--- src/rtl/adder_pkg.sv ---
// Shared definitions for the adder tail: FSM state encoding and a saturating add helper.
package adder_pkg;

    typedef enum logic {
        ST_ACC  = 1'b0,
        ST_HOLD = 1'b1
    } state_t;

    // sat_add works on a fixed wide word so any accumulator width below SAT_MAX_W can use it.
    localparam int unsigned SAT_MAX_W = 128;
    typedef logic [SAT_MAX_W-1:0] sat_word_t;

    // Returns {overflow, result}; result is clamped to width ones when a+b does not fit.
    function automatic logic [SAT_MAX_W:0] sat_add(
        input sat_word_t   a,
        input sat_word_t   b,
        input int unsigned width
    );
        logic [SAT_MAX_W:0] full;
        sat_word_t          limit;
        full  = {1'b0, a} + {1'b0, b};
        limit = {SAT_MAX_W{1'b1}} >> (SAT_MAX_W - width);
        if (full > {1'b0, limit}) begin
            return {1'b1, limit};
        end
        return full;
    endfunction

endpackage

--- src/rtl/accum_sat_reg.sv ---
// Saturating accumulator register with a per-block sticky overflow flag.
module accum_sat_reg
    import adder_pkg::*;
#(
    parameter int ACCWIDTH = 40,
    parameter int DATAW    = 33
) (
    input  logic                iClk,
    input  logic                iRstN,
    input  logic                iClr,
    input  logic                iAdd,
    input  logic                iRestart,
    input  logic [DATAW-1:0]    iData,
    output logic [ACCWIDTH-1:0] oSum,
    output logic                oOvf
);

    logic [ACCWIDTH-1:0] acc;
    logic                sticky;
    sat_word_t           acc_w;
    sat_word_t           data_w;
    logic [SAT_MAX_W:0]  result;
    logic                sat_unused;

    always_comb begin
        acc_w                 = '0;
        acc_w[ACCWIDTH-1:0]   = acc;
        data_w                = '0;
        data_w[DATAW-1:0]     = iData;
        result                = sat_add(acc_w, data_w, 32'(ACCWIDTH));
    end

    // oSum/oOvf are what the accumulator would become if this cycle's data were added.
    assign oSum       = result[ACCWIDTH-1:0];
    assign oOvf       = sticky | result[SAT_MAX_W];
    assign sat_unused = ^result[SAT_MAX_W-1:ACCWIDTH];

    always_ff @(posedge iClk or negedge iRstN) begin
        if (!iRstN) begin
            acc    <= '0;
            sticky <= 1'b0;
        end else if (iClr || iRestart) begin
            acc    <= '0;
            sticky <= 1'b0;
        end else if (iAdd) begin
            acc    <= oSum;
            sticky <= oOvf;
        end
    end

endmodule

--- src/rtl/adder_accum.sv ---
// Reduction tail: sums DEPTH consecutive adder outputs and emits one saturated block total.
module adder_accum
    import adder_pkg::*;
#(
    parameter int BITWIDTH = 32,
    parameter int ACCWIDTH = BITWIDTH + 8,
    parameter int DEPTH    = 16
) (
    input  logic                iClk,
    input  logic                iRstN,
    input  logic                iEn,
    input  logic                iClr,
    input  logic                iValid,
    output logic                oReady,
    input  logic [BITWIDTH:0]   iData,
    output logic                oValid,
    input  logic                iReady,
    output logic [ACCWIDTH-1:0] oData,
    output logic                oOverflow,
    output logic                oState
);

    // Handshakes: a word moves on a rising edge where its valid and ready are both high;
    // the source holds valid and data stable until then, and ready never waits on valid.

    localparam int              CNT_W    = $clog2(DEPTH);
    localparam logic [CNT_W-1:0] CNT_LAST = CNT_W'(DEPTH - 1);

    state_t              state;
    state_t              state_nx;
    logic [CNT_W-1:0]    cnt;
    logic [CNT_W-1:0]    cnt_nx;
    logic                valid_nx;
    logic                ovf_nx;
    logic                load_out;
    logic                accept;
    logic                acc_add;
    logic                acc_restart;
    logic [ACCWIDTH-1:0] sum;
    logic                sum_ovf;

    accum_sat_reg #(
        .ACCWIDTH (ACCWIDTH),
        .DATAW    (BITWIDTH + 1)
    ) u_acc (
        .iClk     (iClk),
        .iRstN    (iRstN),
        .iClr     (iClr),
        .iAdd     (acc_add),
        .iRestart (acc_restart),
        .iData    (iData),
        .oSum     (sum),
        .oOvf     (sum_ovf)
    );

    always_comb begin
        state_nx    = state;
        cnt_nx      = cnt;
        valid_nx    = oValid;
        ovf_nx      = oOverflow;
        oReady      = 1'b0;
        accept      = 1'b0;
        acc_add     = 1'b0;
        acc_restart = 1'b0;
        load_out    = 1'b0;

        case (state)
            ST_ACC:  oReady = iEn;
            default: oReady = 1'b0;
        endcase

        // A word presented during a clear is dropped even though oReady may be high.
        accept = iValid & oReady & ~iClr;

        if (iClr) begin
            state_nx = ST_ACC;
            cnt_nx   = '0;
            valid_nx = 1'b0;
            ovf_nx   = 1'b0;
        end else if (state == ST_HOLD) begin
            if (iReady) begin
                state_nx = ST_ACC;
                valid_nx = 1'b0;
            end
        end else if (accept) begin
            if (cnt == CNT_LAST) begin
                acc_restart = 1'b1;
                load_out    = 1'b1;
                valid_nx    = 1'b1;
                ovf_nx      = sum_ovf;
                cnt_nx      = '0;
                state_nx    = ST_HOLD;
            end else begin
                acc_add = 1'b1;
                cnt_nx  = cnt + CNT_W'(1);
            end
        end
    end

    always_ff @(posedge iClk or negedge iRstN) begin
        if (!iRstN) begin
            state     <= ST_ACC;
            cnt       <= '0;
            oValid    <= 1'b0;
            oData     <= '0;
            oOverflow <= 1'b0;
        end else begin
            state     <= state_nx;
            cnt       <= cnt_nx;
            oValid    <= valid_nx;
            oOverflow <= ovf_nx;
            if (load_out) begin
                oData <= sum;
            end
        end
    end

    assign oState = state;

endmodule

--- config.mk ---
export PLATFORM = sky130hd
export DESIGN_NAME = adder_accum
export DESIGN_NICKNAME = d
export VERILOG_FILES = /design/src/rtl/adder_pkg.sv /design/src/rtl/accum_sat_reg.sv /design/src/rtl/adder_accum.sv
export SDC_FILE = /design/constraint.sdc
export NUM_CORES = 1
export LEC_CHECK = 0
export CORE_MARGIN = 1
export CORE_UTILIZATION = 50
export DETAILED_ROUTE_END_ITERATION = 16
export PLACE_DENSITY_LB_ADDON = 0.05
export SLEW_MARGIN = 20
export SYNTH_ARGS = -nofsm -noshare
export SYNTH_HDL_FRONTEND = slang
export SYNTH_HIERARCHICAL = 1
export SYNTH_SLANG_ARGS = --single-unit
--- constraint.sdc ---
create_clock -name iClk -period 3 [get_ports iClk]
set_input_delay 0.6 -clock iClk [delete_from_list [all_inputs] [get_ports iClk]]
set_output_delay 0.6 -clock iClk [all_outputs]
set_load 0.005 [all_outputs]
# [Word-level counts from Yosys, hierarchy flattened]
# Index checks and enable logic that the tools add are counted.
[classes] eq_ne=3 div_mod_pow=0 muxes=32 reduce_logical=9 bitwise_logic=4 mul=0 add_sub_neg=2 n_shift=0 order_cmp=1
[ops] cell="2-to-1 mux 129 bit" n=2
[ops] cell="greater-than comparator 129 x 40 -> 1 bit, second input constant" n=1
[ops] cell="2-to-1 mux 40 bit" n=2
[ops] cell="adder 40 x 33 -> 41 bit" n=1
[ops] cell="2-to-1 mux 1 bit" n=24
[ops] cell="2-to-1 mux 4 bit" n=4
[ops] cell="AND reduction 3 bit" n=2
[ops] cell="nonzero test 2 bit" n=3
[ops] cell="nonzero test 3 bit" n=2
[ops] cell="adder 4 x 1 -> 4 bit, second input constant" n=1
[ops] cell="== test 4 bit, second input constant" n=1
[ops] cell="!= test 3 bit, second input constant" n=1
[ops] cell="AND 1 bit" n=2
[ops] cell="!= test 2 bit, second input constant" n=1
[ops] cell="AND reduction 2 bit" n=1
[ops] cell="logical OR 1 bit" n=1
[ops] cell="inverter 1 bit" n=1
[ops] cell="bitwise OR 1 bit" n=1
[totals] romBits=0 output_inout_bits=44 mem_bits_rw=0 ff_bits=88 latch_bits=0 n_memories=0 in_bits=39 elab_cells=58

# [Longest topological paths before layout]
# Gate-level depths: netlist of run 1.
[depth] word_depth=9 ltp_mapped=14 depth_no_buf=13

# [Modules after synthesis]
# The synthesis of run 1 kept the hierarchy.
[by_module_without_submodules] mod="accum_sat_reg" cells_each=486 area_per_inst_um2=3851.2 instances=1 seq_area_each_um2=1026.0
[by_module_without_submodules] mod="adder_accum" cells_each=126 area_per_inst_um2=1886.8 instances=1 seq_area_each_um2=1176.1

# [Worst setup path before layout of run 1]
# OpenSTA, ideal clock, no wires.
[synth_timing] path_kind="input -> register" startpoint="input port iData[10]" endpoint="register oData[37]" setup_ps=125 path_slack_ps=-248 required_time_ps=2875 path_buffers=1 t_arrival_ps=3124 cell_stages=12 cell_sequence="ha_1 -> buf_6 -> a21o_1 -> a21o_1 -> a221oi_2 -> a21boi_4 -> o211ai_2 -> a21o_1 -> a311o_1 -> and2_4 -> o21a_1 -> mux2_2"
[synth_via] elab_chain_cells=4
[synth_rtl] element="from (decl)" line_no="adder_accum.sv:15" source="input logic [BITWIDTH:0] iData,"
[synth_rtl] element="adder 40 x 33 -> 41 bit (*)" line_no="adder_pkg.sv:21" source="full = {1'b0, a} + {1'b0, b};"
[synth_rtl] element="greater-than comparator 129 x 40 -> 1 bit" line_no="adder_pkg.sv:23" source="if (full > {1'b0, limit}) begin"
[synth_rtl] element="2-to-1 mux 1 bit" line_no="adder_pkg.sv:23"
[synth_rtl] element="2-to-1 mux 129 bit (*)" line_no="adder_pkg.sv:26" source="return full;"
[synth_rtl] element="via sum[37]" line_no="adder_accum.sv:39" source="logic [ACCWIDTH-1:0] sum;"
[synth_rtl] element="to (signal assigned)" line_no="adder_accum.sv:113" source="oData <= sum;"
[synth_rtl] element="to (decl)" line_no="adder_accum.sv:18" source="output logic [ACCWIDTH-1:0] oData,"
# The timed path passes the listed nets; every way through them passes the cells marked *.
# A chain may end at the register's enable or synchronous reset.

# [Worst setup path after layout of run 1]
[layout_timing] startpoint="register u_acc.acc[0]" endpoint="register u_acc.acc[32]"
[layout_via] elab_chain_cells=6
[layout_rtl] element="from (decl)" line_no="accum_sat_reg.sv:18" source="logic [ACCWIDTH-1:0] acc;"
[layout_rtl] element="from (signal assigned)" line_no="accum_sat_reg.sv:46" source="acc <= oSum;"
[layout_rtl] element="adder 40 x 33 -> 41 bit (*)" line_no="adder_pkg.sv:21"
[layout_rtl] element="greater-than comparator 129 x 40 -> 1 bit" line_no="adder_pkg.sv:23"
[layout_rtl] element="2-to-1 mux 1 bit" line_no="adder_pkg.sv:23"
[layout_rtl] element="2-to-1 mux 129 bit (*)" line_no="adder_pkg.sv:26"
[layout_rtl] element="2-to-1 mux 40 bit (*)" line_no="accum_sat_reg.sv:45" source="end else if (iAdd) begin"
[layout_rtl] element="2-to-1 mux 40 bit (*)" line_no="accum_sat_reg.sv:42" source="end else if (iClr || iRestart) begin"
# Mark *: on every way between the ends. The rest lies on a longest branch, timed or not. The select of a mux whose other input is x is not followed.

==> results.md, run 1 <==
- At the worst endpoint, the arrival time is 3.33 ns.
- The maximum fanout count along the critical path is 2.
- The signal on the critical path passes through ha_4 -> inv_2 -> fa_2 -> nor2b_4 -> o31ai_4 -> a211o_1 -> a2111o_1 -> and3_4 -> o41ai_4 -> a311oi_2 -> or2_1 -> a311oi_1.
- The ratio of total power to cell area is 373 nW/um^2.
- The flop and latch count out of synthesis is 88.
- The peak supply drop is 0.000383 V.
- The number of diodes added for antenna fixing is 0.
- The setup clock skew after layout is 0.00915 ns.
- The startpoint of the most critical register-to-register path is u_acc/acc[0].
- Once routing completed, OpenROAD measured the worst setup slack at -0.0702 ns.
- The compound-cell area share of the yosys netlist was 0.214.
- Of the total synthesized cell area, the portion taken by AND, OR, NAND and NOR gates is 0.143.
- The buffering stage count on the worst path with inverters included is 1.
- The max-cap check violation count is 0.
- Setup repair after global routing could not meet its margin everywhere.
- Setup violations remaining at the end of the flow were counted as 11.
- The largest family of logic cells by synthesized area is compound AO/OA/AOI/OAI gates.
- The post-synthesis net count is 686.
- Data on the critical path is required at its endpoint by 3.26 ns.
- The reg2reg setup slack is -0.07 ns.
- The fraction of power spent switching nets is 0.300.
- For this run, the total global-route usage over all layers was measured as 0.299.
- The internal power of the cells totals 2360 uW.
- In this run the power spent charging and discharging nets is 1010 uW.
- The post-route antenna net violation count is 0.
- The final total power is 3370 uW.
- STA classifies the critical path startpoint as a register.
- The die width is 109 um.
- In this run the worst hold path is classified as in -> async.
- The maximum count of clock buffers along a single path is 2.
- The endpoint type of the worst setup path is a register.
- Measured against its own limit, the worst slew margin works out to 0.527.
- The unique cell type count in the Yosys netlist is 67.
- During I/O placement, the number of pins put on the boundary was 83.
- The run finished, with violations left.
- The part of the power in combinational logic is 0.292.
- The HPWL after detailed placement is 11.1 mm.
- The cell area that synthesis handed to floorplanning was 5740 sq um.
- For this run, design rule violations remaining after detail routing come to 0.
- TritonCTS created 9 clock buffers.
- The non-filler instance count after layout is 968.
- Of the available clock period, the critical path in the final layout requires 1.02.
- The row count is 38.
- The final-stage net count is 897.
- Among all flip-flop cells after synthesis, the most frequent one is dfrtp_1.
- The sequential share of the synthesized area is 0.384.
- The port buffer count is 82.
- The critical path runs through a total of 12 cells.
- Including well taps, the total number of placed cells is 919.
- The logic depth of the worst register-to-register path is 12.
- Counting flops with a built-in enable in the synthesized netlist gives 0.
- Dividing the synthesized area by the synthesized cell count gives 9.38 sq um.
- On the worst path, the slowest cell contributes a delay of 0.39 ns.
- The initial antenna violation count is 0.
- The number of max-slew violations in the final report is 0.
- The average vias per placed instance is 5.74.
- The number of sinks driven by the clock tree is 88.
- For the pin with the worst max-slew slack, the measured transition is 0.709 ns.
- The number of endpoints with negative hold slack in the final report is 0.
- The CTS clock-pin slew for the worst setup and hold paths is 0.07 ns.
- The via count of the first global-routing pass came to 5500.
- The final layout contains routed wiring with a total length of 17.9 mm.
- The critical path in this run is classified as reg -> reg.
- The pin count of the biggest net entering global routing is 73.
- In this run the vertical extent of the chip is 109 um.
- TritonCTS built the clock tree.
- The H-tree was split into 3 levels.
- Synthesis handed over a netlist of 612 instances.
- The most critical setup path has its startpoint at u_acc/acc[0].
- The relative contribution of the clock network to total power is 0.336.
- The insertion delay of the later-clocked pin in the worst-skew pair is 0.36 ns.
- The worst register-to-register path ends at u_acc/acc[32].
- Of all flip-flops after synthesis, the portion carrying an async set or reset was 1.00.
- Following the worst setup path forward leads to its endpoint at u_acc/acc[32].
- The sequential fraction of design power is 0.372.
- The first-pass GRT wire length is 27.2 mm.
- Of the total synthesized cell area, the portion taken by XOR and XNOR cells is 0.0488.
- The final reports fail on negative setup slack.
- The area share of fa/ha/maj cells after synthesis is 0.0776.
- The congestion estimate from routability-driven global placement came to 0.925.
- Counting I/O delays and the setup requirement, the final critical path takes 3.07 ns.
- The core region is 11000 sq um.
- The area growth from synthesis to layout is 57.3%.
- The initial utilization of the core area, before any placement, comes to 0.520.
- The library cell contributing the largest single delay on the critical path is a2111o_1.
- The first routing iteration left 341 violations.
- The static leakage power is 0.00416 uW.
- In the final layout, the share of cells above drive strength 1 is 0.418.
- After global routing the overflow that remains totals 0.
- The number of warning messages in the yosys log is 6.
- The routed layout has 5556 vias.
- Dividing the detail-routed wire length by the instance count gives 18.5 um.
- The maximum clock frequency is 0.326 GHz.
- The die covers 11900 sq um.
- Before antenna repair, the detailed router went through 4 iterations.
- The family of cells with the greatest summed delay on the critical path is compound AO/OA/AOI/OAI gates.
- The portion of synthesized area spent on multiplexers is 0.0785.
- The root buffer cell is clkbuf_16.
[state kept, by name (all words and copies together) (netlist names)]
register,count
oData,40
u_acc/acc,40
oOverflow,1
oState,1
u_acc/sticky,1
cnt,4
oValid,1
[routing by layer]
metal	global-route usage	share of wire
met1	0.396	0.45
met2	0.477	0.48
met3	0.0496	0.046
met4	0.137	0.023
met5	0	0
[through the flow]
stage                      util  cell area, sq um  hold slack, ns  setup WS [ns]  setup TNS [ns]
after floorplan               -              5780           0.304         -0.104          -0.166
after global placement    0.682              7530           0.470         -0.693          -47.25
after detailed placement  0.682              7530           0.485         -0.838          -57.15
after CTS                 0.773              8520           0.316         -0.242           -2.00
after global routing      0.818              9020           0.337         -0.164           -2.67
final                     0.818              9020           0.277        -0.0702          -0.200
[worst min-delay path by stage]
stage	slack, ns	to
3_5_place_dp	0.48	oData[6]
4_1_cts	0.32	oData[7]
2_1_floorplan	0.30	cnt[0]
6_report	0.28	oData[7]
5_1_grt	0.34	oData[7]
3_3_place_gp	0.47	oData[6]
[area by class of cell]
cell class	count	area [sq um]
Sequential cell	88	2200
Clock inverter	3	42.5
Multi-Input combinational cell	460	4150
Tap cell	140	175
Inverter	31	116
Timing Repair Buffer	233	2090
Fill cell	670	2010
Clock buffer	13	240
[cells in the final DEF (no fill, tap or decap), drive strengths merged, types with 3 or more instances in the layout]
| cell type | netlist | layout |
|---|---|---|
| a2111oi | 3 | 3 |
| a211oi | 21 | 21 |
| a21o | 12 | 12 |
| a21oi | 55 | 55 |
| a311oi | 15 | 15 |
| a31oi | 11 | 11 |
| and2 | 5 | 5 |
| and3 | 4 | 4 |
| buf | 13 | 152 |
| clkbuf | 19 | 17 |
| clkdlybuf4s50 | 0 | 59 |
| dfrtp | 88 | 88 |
| dlygate4sd2 | 0 | 12 |
| dlymetal6s2s | 0 | 6 |
| ha | 34 | 34 |
| inv | 31 | 31 |
| mux2 | 40 | 40 |
| nand2 | 50 | 50 |
| nand2b | 3 | 3 |
| nand3 | 13 | 13 |
| nand3b | 3 | 3 |
| nand4 | 10 | 10 |
| nor2 | 66 | 66 |
| nor2b | 6 | 6 |
| nor3 | 3 | 3 |
| o21a | 9 | 9 |
| o21ai | 32 | 32 |
| or2 | 5 | 5 |
| xnor2 | 18 | 18 |
| xor2 | 14 | 14 |
[worst reg2reg max path, delay by kind of cell, from the launching register on]
family	cells	cell delay, ns
buffers and inverters	1	0.04
AOI/OAI and AO/OA	6	1.44
adders and majority gates	2	0.52
DFF	1	0.38
and+or+nand+nor	3	0.58
[Yosys cell counts (13+ instances only)]
cell      number  share of area
nand2_1       50          0.033
a21oi_1       53          0.046
nor2_1        65          0.043
nand3_1       13          0.011
xnor2_1       18          0.027
o21ai_0       28          0.024
mux2_2        38          0.075
a211oi_1      21          0.027
clkbuf_1      18          0.012
inv_1         31          0.020
dfrtp_1       88           0.38
ha_1          34          0.074
xor2_1        14          0.021
a311oi_1      14          0.021
[logic make-up (layout without fill, tap and decap cells)]
kind of cell             count (synthesis)  after routing
multiplexers                            40             40
AO/OA/AOI/OAI                          180            180
AND/OR/NAND/NOR                        173            173
XOR/XNOR                                32             32
buffers and inverters                   64            280
flip-flops                              88             88
adder cells (fa/ha/maj)                 35             35
[what timing repair did]
action                                 in CTS  in global routing
gates cloned                                1                  2
setup endpoints to repair                  82                 82
endpoints found under the hold margin       0                  0
setup buffers                              19                 15
hold buffers                                0                  0
pin swaps                                  59                 81
gates resized for setup                   130                 95
[power by group through the flow]
stage	Clock [uW]	Sequential [uW]	Combinational (uW)
after CTS	1140	1250	860
after detailed placement	0	1270	739
after global routing	1180	1260	1060
final	1130	1250	985
after global placement	0	1260	729
after floorplan	0	1260	394
(Power assumes the default switching activity.)
==> run 2: changes to the inputs <==
Settings changed: SLEW_MARGIN 20 to unset.
==> results of run 2 <==
Final layout, timing and power as in run 1 (identical DEF).
